--- src/rtl/alu_seq.sv ---
// Handshaked 16-function ALU with valid/ready on both sides and a multi-cycle restoring divider.
// Define ALU_DIV_EN to build the divider; without it, opcode 0011 completes at once with ERR=1.
module alu_seq #(
  parameter int OPRND_WIDTH = 8,
  parameter int OUT_WIDTH   = 2 * OPRND_WIDTH,
  parameter int CTRL_WIDTH  = 4
) (
  input  logic                   CLK,
  input  logic                   RST,
  input  logic                   IN_VALID,
  output logic                   IN_READY,
  input  logic [OPRND_WIDTH-1:0] A,
  input  logic [OPRND_WIDTH-1:0] B,
  input  logic [CTRL_WIDTH-1:0]  ALU_FUN,
  output logic [OUT_WIDTH-1:0]   ALU_OUT,
  output logic                   OUT_VALID,
  input  logic                   OUT_READY,
  output logic                   ERR
);

  localparam int W = OPRND_WIDTH;

  localparam logic [1:0] ST_IDLE = 2'd0;
  localparam logic [1:0] ST_DONE = 2'd2;

  localparam logic [CTRL_WIDTH-1:0] OP_ADD  = CTRL_WIDTH'(0);
  localparam logic [CTRL_WIDTH-1:0] OP_SUB  = CTRL_WIDTH'(1);
  localparam logic [CTRL_WIDTH-1:0] OP_MUL  = CTRL_WIDTH'(2);
  localparam logic [CTRL_WIDTH-1:0] OP_DIV  = CTRL_WIDTH'(3);
  localparam logic [CTRL_WIDTH-1:0] OP_AND  = CTRL_WIDTH'(4);
  localparam logic [CTRL_WIDTH-1:0] OP_OR   = CTRL_WIDTH'(5);
  localparam logic [CTRL_WIDTH-1:0] OP_NAND = CTRL_WIDTH'(6);
  localparam logic [CTRL_WIDTH-1:0] OP_NOR  = CTRL_WIDTH'(7);
  localparam logic [CTRL_WIDTH-1:0] OP_NOP  = CTRL_WIDTH'(8);
  localparam logic [CTRL_WIDTH-1:0] OP_EQ   = CTRL_WIDTH'(9);
  localparam logic [CTRL_WIDTH-1:0] OP_GT   = CTRL_WIDTH'(10);
  localparam logic [CTRL_WIDTH-1:0] OP_LT   = CTRL_WIDTH'(11);
  localparam logic [CTRL_WIDTH-1:0] OP_SRA  = CTRL_WIDTH'(12);
  localparam logic [CTRL_WIDTH-1:0] OP_SLA  = CTRL_WIDTH'(13);
  localparam logic [CTRL_WIDTH-1:0] OP_SRB  = CTRL_WIDTH'(14);
  localparam logic [CTRL_WIDTH-1:0] OP_SLB  = CTRL_WIDTH'(15);

  logic [1:0]           state_q, state_d;
  logic [OUT_WIDTH-1:0] alu_out_q, alu_out_d;
  logic                 err_q, err_d;
  logic [OUT_WIDTH-1:0] a_ext, b_ext, op_res;
  logic                 op_err, op_div;
  logic                 accept;

  assign IN_READY  = (state_q == ST_IDLE) || ((state_q == ST_DONE) && OUT_READY);
  assign accept    = IN_VALID && IN_READY;
  assign OUT_VALID = (state_q == ST_DONE);
  assign ALU_OUT   = alu_out_q;
  assign ERR       = err_q;

  // Single-cycle result of the presented opcode; op_div flags a divide that needs iteration.
  always_comb begin
    a_ext  = OUT_WIDTH'(A);
    b_ext  = OUT_WIDTH'(B);
    op_res = '0;
    op_err = 1'b0;
    op_div = 1'b0;
    case (ALU_FUN)
      OP_ADD:  op_res = a_ext + b_ext;
      OP_SUB:  op_res = a_ext - b_ext;
      OP_MUL:  op_res = a_ext * b_ext;
      OP_DIV: begin
`ifdef ALU_DIV_EN
        if (B == '0) begin
          op_res = '1;
          op_err = 1'b1;
        end else begin
          op_div = 1'b1;
        end
`else
        op_err = 1'b1;
`endif
      end
      OP_AND:  op_res = a_ext & b_ext;
      OP_OR:   op_res = a_ext | b_ext;
      OP_NAND: op_res = ~(a_ext & b_ext);
      OP_NOR:  op_res = ~(a_ext | b_ext);
      OP_NOP:  op_res = '0;
      OP_EQ:   op_res = (A == B) ? OUT_WIDTH'(1) : '0;
      OP_GT:   op_res = (A > B) ? OUT_WIDTH'(2) : '0;
      OP_LT:   op_res = (A < B) ? OUT_WIDTH'(3) : '0;
      OP_SRA:  op_res = a_ext >> 1;
      OP_SLA:  op_res = a_ext << 1;
      OP_SRB:  op_res = b_ext >> 1;
      OP_SLB:  op_res = b_ext << 1;
      default: op_res = '0;
    endcase
  end

`ifdef ALU_DIV_EN
  localparam int         CNT_W   = $clog2(W) + 1;
  localparam logic [1:0] ST_BUSY = 2'd1;

  logic [W-1:0]     dvsr_q, quo_q, rem_q;
  logic [W-1:0]     quo_n, rem_n;
  logic [W:0]       shifted, trial;
  logic [CNT_W-1:0] cnt_q;
  logic             div_last;

  // One restoring step: shift in the next dividend bit, subtract, keep only if non-negative.
  always_comb begin
    shifted = {rem_q, quo_q[W-1]};
    trial   = shifted - {1'b0, dvsr_q};
    if (!trial[W]) begin
      rem_n = trial[W-1:0];
      quo_n = {quo_q[W-2:0], 1'b1};
    end else begin
      rem_n = shifted[W-1:0];
      quo_n = {quo_q[W-2:0], 1'b0};
    end
  end

  assign div_last = (cnt_q == CNT_W'(W - 1));

  always_ff @(posedge CLK or negedge RST) begin
    if (!RST) begin
      dvsr_q <= '0;
      quo_q  <= '0;
      rem_q  <= '0;
      cnt_q  <= '0;
    end else if (accept && op_div) begin
      dvsr_q <= B;
      quo_q  <= A;
      rem_q  <= '0;
      cnt_q  <= '0;
    end else if (state_q == ST_BUSY) begin
      quo_q <= quo_n;
      rem_q <= rem_n;
      cnt_q <= cnt_q + 1'b1;
    end
  end
`endif

  always_comb begin
    state_d   = state_q;
    alu_out_d = alu_out_q;
    err_d     = err_q;
    case (state_q)
      ST_IDLE, ST_DONE: begin
        if (accept) begin
          state_d   = ST_DONE;
          alu_out_d = op_res;
          err_d     = op_err;
`ifdef ALU_DIV_EN
          if (op_div) begin
            state_d   = ST_BUSY;
            alu_out_d = alu_out_q;
            err_d     = err_q;
          end
`endif
        end else if ((state_q == ST_DONE) && OUT_READY) begin
          state_d = ST_IDLE;
        end
      end
`ifdef ALU_DIV_EN
      ST_BUSY: begin
        // The final step's result goes straight into ALU_OUT.
        if (div_last) begin
          state_d   = ST_DONE;
          alu_out_d = OUT_WIDTH'({rem_n, quo_n});
          err_d     = 1'b0;
        end
      end
`endif
      default: state_d = ST_IDLE;
    endcase
  end

  always_ff @(posedge CLK or negedge RST) begin
    if (!RST) begin
      state_q   <= ST_IDLE;
      alu_out_q <= '0;
      err_q     <= 1'b0;
    end else begin
      state_q   <= state_d;
      alu_out_q <= alu_out_d;
      err_q     <= err_d;
    end
  end

endmodule
--- config.mk ---
export PLATFORM = sky130hd
export DESIGN_NAME = alu_seq
export DESIGN_NICKNAME = d
export VERILOG_FILES = /design/src/rtl/alu_seq.sv
export SDC_FILE = /design/constraint.sdc
export NUM_CORES = 1
export LEC_CHECK = 0
export ABC_AREA = 1
export CAP_MARGIN = 0
export CELL_PAD_IN_SITES_DETAIL_PLACEMENT = 0
export CELL_PAD_IN_SITES_GLOBAL_PLACEMENT = 1
export CORE_MARGIN = 2
export CORE_UTILIZATION = 30
export CTS_CLUSTER_DIAMETER = 80
export DETAILED_ROUTE_END_ITERATION = 12
export PLACE_DENSITY = 0.59
export SYNTH_ARGS = -nofsm -noshare
export SYNTH_HDL_FRONTEND = slang
export SYNTH_SLANG_ARGS = --single-unit
--- constraint.sdc ---
create_clock -name CLK -period 1.5 [get_ports CLK]
set_input_delay 0.3 -clock CLK [delete_from_list [all_inputs] [get_ports CLK]]
set_output_delay 0.3 -clock CLK [all_outputs]
set_load 0.05 [all_outputs]
## Word-level counts from Yosys, hierarchy flattened

Cells that the tools add are included.

- Register bits: 19
- Bits of input ports: 24
- Word-level logic and storage cells: 44

- Add/sub/neg operators: 2
- Multipliers: 1
- Magnitude comparators: 2
- Equal/unequal tests: 17
- Multiplexer cells: 8
- Bitwise gates (word level): 4
- Reductions and logical operators: 7

Operator list:

| operator | number |
|---|---|
| $pmux 16 s14 | 1 |
| $not 8->16 | 2 |
| $eq 4x4->1 const B | 7 |
| $eq 4x3->1 const B | 4 |
| $mul 8x8->16 | 1 |
| $mux 2 | 5 |
| $add 8x8->9 | 1 |
| $sub 8x8->9 | 1 |
| $and 8x8->8 | 1 |
| $eq 4x2->1 const B | 2 |
| $eq 8x8->1 | 1 |
| $gt 8x8->1 | 1 |
| $lt 8x8->1 | 1 |
| $or 8x8->8 | 1 |
| $eq 4x1->1 const B | 1 |
| $logic_not 4->1 | 1 |
| $ne 3x3->1 const B | 1 |
| $eq 2x2->1 const B | 1 |
| $logic_and 1x1->1 | 2 |
| $logic_not 2->1 | 1 |
| $mux 1 | 2 |
| $reduce_and 2->1 | 1 |
| $reduce_or 2->1 | 1 |
| $logic_or 1x1->1 | 1 |

## Longest topological paths before layout

Gate-level depths: netlist of run 1.

- Depth after elaboration: 6
- Mapped depth: 23
- Gate-level depth less buffers: 22

## Least setup slack after synthesis of run 1

OpenSTA, ideal clock, no wires.

- Kind: input port to flip-flop
- From: input port B[2]
- To: register alu_out_q[15], in the netlist ALU_OUT[15]
- Setup time: 0.118 ns
- Arrival: 3.722 ns
- Data required time: 1.382 ns
- Path slack: -2.339 ns
- Cell stages on the path: 19
- Path buffers: 1
- Path through: clkbuf_1 -> nand2_1 -> fa_1 -> fa_1 -> inv_1 -> fa_1 -> inv_1 -> fa_1 -> inv_1 -> ha_1 -> nand2_1 -> nor2_1 -> nand3_1 -> nand3_1 -> nand2_1 -> nand3_1 -> nand2_1 -> nand2_1 -> nand2_1

- Longest elaborated chain between the ends: 2
- Elaborated cells between the ends (all ways): 3
- Classes of those cells: add/sub: 1; mul: 1; mux: 1

Ends and longest elaborated chain:

| element | RTL line | RTL |
|---|---|---|
| start: declaration | 13 | `input logic [OPRND_WIDTH-1:0] B,` |
| $mul 8x8->16 / $sub 8x8->9 (equally long branches) | 66, 65 |  |
| $pmux 16 s14 (*) | 63 | `case (ALU_FUN)` |
| end signal: assignment | 181 | `alu_out_q <= alu_out_d;` |
| end: declaration | 44 | `logic [OUT_WIDTH-1:0] alu_out_q, alu_out_d;` |

Every way passes the cells marked *; elsewhere a longest branch is shown, timed or not.
A chain may end at the register's enable or synchronous reset.

## Final worst setup path of run 1

- From: input port B[2]
- To: register alu_out_q[8], in the netlist ALU_OUT[8]

- Longest elaborated chain between the ends: 2
- Elaborated cells between the ends (all ways): 4
- Classes of those cells: add/sub: 2; mul: 1; mux: 1

Ends and longest elaborated chain:

| element | RTL line | RTL |
|---|---|---|
| $mul 8x8->16, or another cell as far along | 66 | `OP_MUL: op_res = a_ext * b_ext;` |
| $pmux 16 s14 (*) | 63 |  |

Marked as above.

==> out/metrics.yaml, run 1 <==
grt_pass1_vias: 5669
regArea_um2: 452
finalHoldViolations: 0
die_area_um2: 16800
cp-start-kind: "input pin"
synth_edf_count: 0
cts_buffer_depth: 2
outcome: "complete, but fails checks"
rr_worst_depth: 6
syn-num-nets: 901
slew_viol_final: 0
relSlewSlack_pct: 69.2
ir_drop_v: 0.000644
critPathMaxStageDelay_ps: 500
fin_ws_ps: -2130
synth_cell_types: 33
vias: 5301
synth.cell_area_um2: 4740
period_minus_slack_ps: 3630
finalWirelength_um: 17400
hold-worst-slack_ps: 376
first_iter_violations: 263
dpl.hpwl_um: 14600
insertedDiodeCount: 0
grt_max_degree: 19
yosysSeqAreaShare_pct: 9.51
rsz0062_at_grt: "true"
critical_path.endpoint_type: "flop"
synth_ff_type: "dfrtp_1"
layout-drive-gt1-share_pct: 41.7
dr.pass1.iters: 4
n_fill_cell: 1572
fmax_mhz: 275
gr-usage-all-layers_pct: 21.7
critPathMostFrequentCell: "nand2_1"
vias_per_cell: 4.52
synth_async_sr_flop_share_pct: 100
yosysMostFrequentCell: "nand2_1"
r2r-start: "state_q[1]"
crit_fanout: 4
synth-seq-cells: 18
die_h_um: 130
fin_crit_sh_pct: 242
synth_commonest_cells: "nand2_1, inv_1, nor2_1"
synthTopCellsByArea: "nand2_1, fa_1, ha_1"
yosys_warnings: 0
powerDensity_nw_per_um2: 942
fp.dieW_um: 130
crit_chain: "buf_6, buf_6, buf_6, nand2_4, inv_2, fa_2, fa_1, inv_2, fa_1, fa_1, inv_2, ha_4, buf_6, nand2_8, inv_4, nand2_1, nand2_1, nand2_1, nand3_1, nand3_1, nand2_1, nand2_1"
synth_top_area_share_pct: 21.3
cts_tree: "yes"
p_leak_nw: 4.24
yosys.area.top_type: "nand2_1"
place.gp.congestion: 0.949
critical_path_required_ps: 1650
reg2reg_to: "ALU_OUT[10]"
crit_slowest_cell: "fa_1"
skew_ps: 6.09
arrival_ps: 3780
maxCapViolCount: 0
cts_num_sinks: 18
coreArea_um2: 15300
crit_type: "input pin to flop"
violations: "setup timing"
placed_area_um2: 6810
multi_input_area_um2: 4340
min_path_type: "input pin to async pin"
drtAntennaViolNets: 0
io_buffers: 42
wl_per_cell_um: 14.9
fin_area_um2: 7740
ios: 43
cts_buffers: 3
antenna_found_initial: 0
setup_viol: 16
htree_levels: 1
clock_latency_ps: 250
worstMarginPinSlew_ps: 461
overflow: 0
postSynthAreaPerCell_um2: 6.08
grt_pass1_wl_um: 28600
initial_core_util_pct: 30.9
ctsRootBufferMaster: "clkbuf_16"
synthToLayoutAreaGrowth_pct: 63.3
fin_nets: 1084
remaining_drc_errors: 0
syn_inst: 779
holdBufCountCts: 0
r2r_setup_slack_ps: 440
fp-row-count: 45
clkTransAtPathRegs_ps: 60
worst max path at each step:
stage               from          end  slack [ps]  depth (start not counted)
floorplan           A[2]  ALU_OUT[12]       -2040                         19
finish              B[2]   ALU_OUT[8]       -2130                         22
CTS                 B[7]  ALU_OUT[14]       -2170                         22
global route        B[2]  ALU_OUT[14]       -2260                         22
detailed placement  A[4]  ALU_OUT[14]       -2900                         21
global placement    A[4]  ALU_OUT[14]       -2880                         21
flip-flops by register name, summed over array words and instances, names as in the netlist:
name	count
ERR	1
ALU_OUT	16
state_q	1
worst max-delay path, delay by kind of cell:
| kind | cells | cell delay, ps |
|---|---|---|
| adder cells (fa/ha/maj) | 5 | 2130 |
| AND/OR/NAND/NOR | 9 | 700 |
| buffers and inverters | 8 | 640 |
stage by stage:
step           util, %  instances  setup slack (ps)  power [W]  TNS (ps)
2_1_floorplan        -        779             -2040    0.00366    -24340
3_3_place_gp      44.5       1148             -2880    0.00535    -38640
3_5_place_dp      44.5       1148             -2900    0.00537    -39160
4_1_cts           49.3       1170             -2170    0.00687    -26990
5_1_grt           50.5       1172             -2260    0.00800    -27980
6_report          50.5       1172             -2130    0.00729    -26020
power by group:
group	total (W)	internal, W	leakage, nW	switching, W
clock network	0.000596	0.000406	0.0442	0.000190
logic	0.00603	0.00272	3.96	0.00332
registers	0.000662	0.000566	0.234	0.0000967
repair_timing:
item | in CTS | in global routing
buffers inserted | 19 | 7
resized for setup | 218 | 66
pin swaps | 74 | 63
endpoints found under the setup margin | 16 | 16
layer usage:
metal  GRT usage (%)  vias to the layer above  wire (µm)  share of wire [%]
met5               0                        -          0                  0
met4            4.30                        0        330                1.9
met3            1.49                       24        397                2.3
met2            39.9                       59       8810                 51
met1            28.0                     2517       7880                 45
li1                -                     2701          -                  -
cells by family (layout without fill, tap and decap cells):
group                      count (synthesis)  after routing  share of synthesized area (%)
and+or+nand+nor                          419            419                           36.8
buffers and inverters                    199            381                           16.2
adders and majority gates                 98             98                           31.9
AOI/OAI and AO/OA                         43             43                           5.26
DFF                                       18             18                           9.51
xor gates and xnor gates                   2              2                          0.370
cells in the final DEF (no fill, tap or decap), types with 12 or more instances in the layout:
master / instances
nand4_1: 14
a21oi_1: 12
nand3_1: 36
nor2_4: 16
buf_12: 23
ha_1: 34
nand2_1: 210
inv_1: 124
inv_2: 44
nand2_4: 13
fa_1: 32
buf_6: 27
buf_4: 140
nor2_1: 41
ha_4: 24
nand3_2: 15
dfrtp_1: 17
nand2_2: 49
layout make-up:
cell class | instances | share of cell area, %
multi-input combinational | 562 | 56.1
timing repair buffer | 202 | 24.8
inverter | 175 | 8.70
sequential | 18 | 5.84
tap | 211 | 3.41
clock buffer | 4 | 1.15
Power figures use the tool's default switching activity.
==> run 2: changes to the inputs <==
==> constraint.sdc (replaced) <==
create_clock -name CLK -period 1.5 [get_ports CLK]
set_input_delay 0.3 -clock CLK [delete_from_list [all_inputs] [get_ports CLK]]
set_output_delay 0.3 -clock CLK [all_outputs]
set_load 0.005 [all_outputs]
==> run 2 against run 1 <==
  * The run still ends with setup timing left
  * Worst setup slack better by 81 ps
  * Non-clock buffer count is 5 higher
  * First-iteration DRC count is 17% higher
  * Routed wire length is 1.3% lower
  * Design area is 0.36% higher
  * Power is 6.1% lower
  * Utilization is 0.18 points higher
  * Clock power is 1% lower
  * Clock skew is 4.6 ps lower
  * Fmax is 2.3% higher
  * Highest routed layer unchanged
==> out/metrics.yaml, run 2 (synthesis results as in run 1) <==
io_buffers: 42  # unchanged
critical_path_required_ps: 1640  # about the same
die_h_um: 130  # unchanged
period_minus_slack_ps: 3550  # -81.2 ps
power_w: 0.00684  # -6.1%
layout.cells.non_filler: 1177  # +0.43%
vias: 5345  # +0.83%
layout_common_cells: "nand2_1, buf_4, inv_1"
first_iter_violations: 309  # +17%
holdBufCountCts: 0  # unchanged
grt_pass1_wl_um: 27200  # -4.8%
htree_levels: 1  # unchanged
final_util_pct: 50.7  # +0.18 points
clock_latency_ps: 250  # about the same
wl_per_cell_um: 14.6  # -1.7%
crit_chain: "buf_8, buf_8, nand2_4, inv_2, fa_1, fa_1, fa_1, inv_2, fa_1, inv_2, ha_4, nand2_4, nor2_4, nand3_2, nand3_2, nand2_2, nand3_2, nand2_1, nand2_1, nand2_1"
cts_num_sinks: 18  # unchanged
internal-power_w: 0.00358  # -3.0%
fin_crit_sh_pct: 237  # -5.4 points
coreArea_um2: 15300  # unchanged
cts_buffer_depth: 2  # unchanged
relSlewSlack_pct: 67.7  # -1.5 points
crit_slowest_cell: "fa_1"
grt_max_degree: 19  # unchanged
placed_area_um2: 6620  # -2.8%
p_comb_share_pct: 82.4  # -0.3 points
critPathMostFrequentCell: "fa_1"
grt_pass1_vias: 5405  # -4.7%
vias_per_cell: 4.54  # +0.40%
largest_reg_flops: 16  # unchanged
worstMarginPinSlew_ps: 483  # +21.7 ps
min_path_type: "input pin to async pin"
ctsRootBufferMaster: "clkbuf_16"
violations: "setup timing"
power.sequential.fraction_pct: 9.0  # about the same
outcome: "complete, but fails checks"
finalWirelength_um: 17200  # -1.3%
fp.dieW_um: 130  # unchanged
die_area_um2: 16800  # unchanged
skew_ps: 1.48  # -4.62 ps
cts_buffers: 3  # unchanged
fin_ws_ps: -2050  # +81.2 ps
place_inst: 1147  # -0.087%
overflow: 0  # unchanged
fin_nets: 1089  # +0.46%
dpl.hpwl_um: 14400  # -1.5%
gr-usage-all-layers_pct: 20.7  # -1.0 points
critPathMaxStageDelay_ps: 540  # +40 ps
initial_core_util_pct: 30.9  # unchanged
slew_viol_final: 0  # unchanged
pwr-share-clk_pct: 8.6  # +0.4 points
p_switching_w: 0.00327  # -9.3%
swShare_pct: 47.8  # -1.7 points
crit_fanout: 5  # +1
rsz0062_at_grt: "true"
ir_drop_v: 0.000678  # +5.2%
clkTransAtPathRegs_ps: 50  # about the same
arrival_ps: 3690  # -90 ps
ios: 43  # unchanged
finalHoldViolations: 0  # unchanged
fp-row-count: 45  # unchanged
critical_path.endpoint_type: "flop"
powerDensity_nw_per_um2: 881  # -6.5%
crit_type: "input pin to flop"
fin_area_um2: 7770  # +0.36%
layout_commonest_cell: "nand2_1"
cp-start-kind: "input pin"
hold-worst-slack_ps: 402  # +25.8 ps
layout-drive-gt1-share_pct: 41.6  # -0.11 points
setup_viol: 16  # unchanged
synthToLayoutAreaGrowth_pct: 63.9
place.gp.congestion: 0.889  # -6.3%
fmax_mhz: 281  # +2.3%
p_leak_nw: 4.26  # +0.35%
remaining_drc_errors: 0  # unchanged
insertedDiodeCount: 0  # unchanged
antenna_found_initial: 0  # unchanged
maxCapViolCount: 0  # unchanged
drtAntennaViolNets: 0  # unchanged
cts_tree: "yes"
dr.pass1.iters: 6  # +2
run 2: cell types whose count changed in the layout (fill, tap and decap cells not counted), sizes merged:
cell           before  now
dlygate4sd2         1    2
clkinvlp            0    1
buf               194  180
dlymetal6s2s        0    3
inv               174  173
clkdlybuf4s50       6   21
run 2: area by class of cell:
class / instances / area (µm²)
sequential: 18 / 450
clock buffer: 4 / 88.8
timing repair buffer: 207 / 1840
fill: 1544 / 7550
multi-input combinational: 562 / 4450
tap: 211 / 264
inverter: 175 / 669
run 2: final timing paths:
check,endpoint,slack [ps],depth (start not counted),start
worst max-delay path,ALU_OUT[13],-2050,20,B[2]
worst min-delay path,ALU_OUT[13],400,2,RST
worst max register to register,ALU_OUT[11],330,7,state_q[1]
worst min register to register,ALU_OUT[4],480,2,ALU_OUT[4]
max in group asynchronous,ALU_OUT[1],900,2,RST
min in group CLK,ALU_OUT[4],480,2,ALU_OUT[4]
run 2: worst max-delay path, delay by kind of cell:
| family | cells | cell delay [ps] |
|---|---|---|
| fa+ha+maj | 5 | 2320 |
| buf+inv | 5 | 350 |
| simple gates | 10 | 710 |
run 2: metrics by stage:
step	setup TNS [ps]	worst slack, ps
2_1_floorplan	-24320	-2040
3_3_place_gp	-39330	-2910
3_5_place_dp	-39740	-2940
4_1_cts	-26010	-2080
5_1_grt	-27580	-2200
6_report	-25660	-2050
run 2: power groups by stage:
stage	clock network (W)	registers, W	logic (W)
3_5_place_dp	0	0.000621	0.00422
4_1_cts	0.000607	0.000616	0.00498
2_1_floorplan	0	0.000620	0.00275
6_report	0.000590	0.000614	0.00564
3_3_place_gp	0	0.000621	0.00421
5_1_grt	0.000636	0.000627	0.00620
run 2: repair_timing:
action	CTS	global route
buffers inserted	10	18
endpoints found under the setup margin	17	16
gates resized for setup	198	116
pin swaps	74	82
gates cloned	0	0
run 2: metal layers:
| layer | vias to the layer above | routed length, µm | track usage, % |
|---|---|---|---|
| met5 | - | 0 | 0 |
| met4 | 0 | 368 | 4.81 |
| met3 | 18 | 309 | 0.991 |
| met2 | 78 | 8620 | 37.2 |
| met1 | 2531 | 7890 | 27.3 |
| li1 | 2718 | - | - |
==> run 3: changes to the inputs <==
Settings changed: CTS_CLUSTER_DIAMETER 80 to unset.
==> results of run 3 <==
Same layout as run 2: the final DEF is identical, and so are final timing and power.
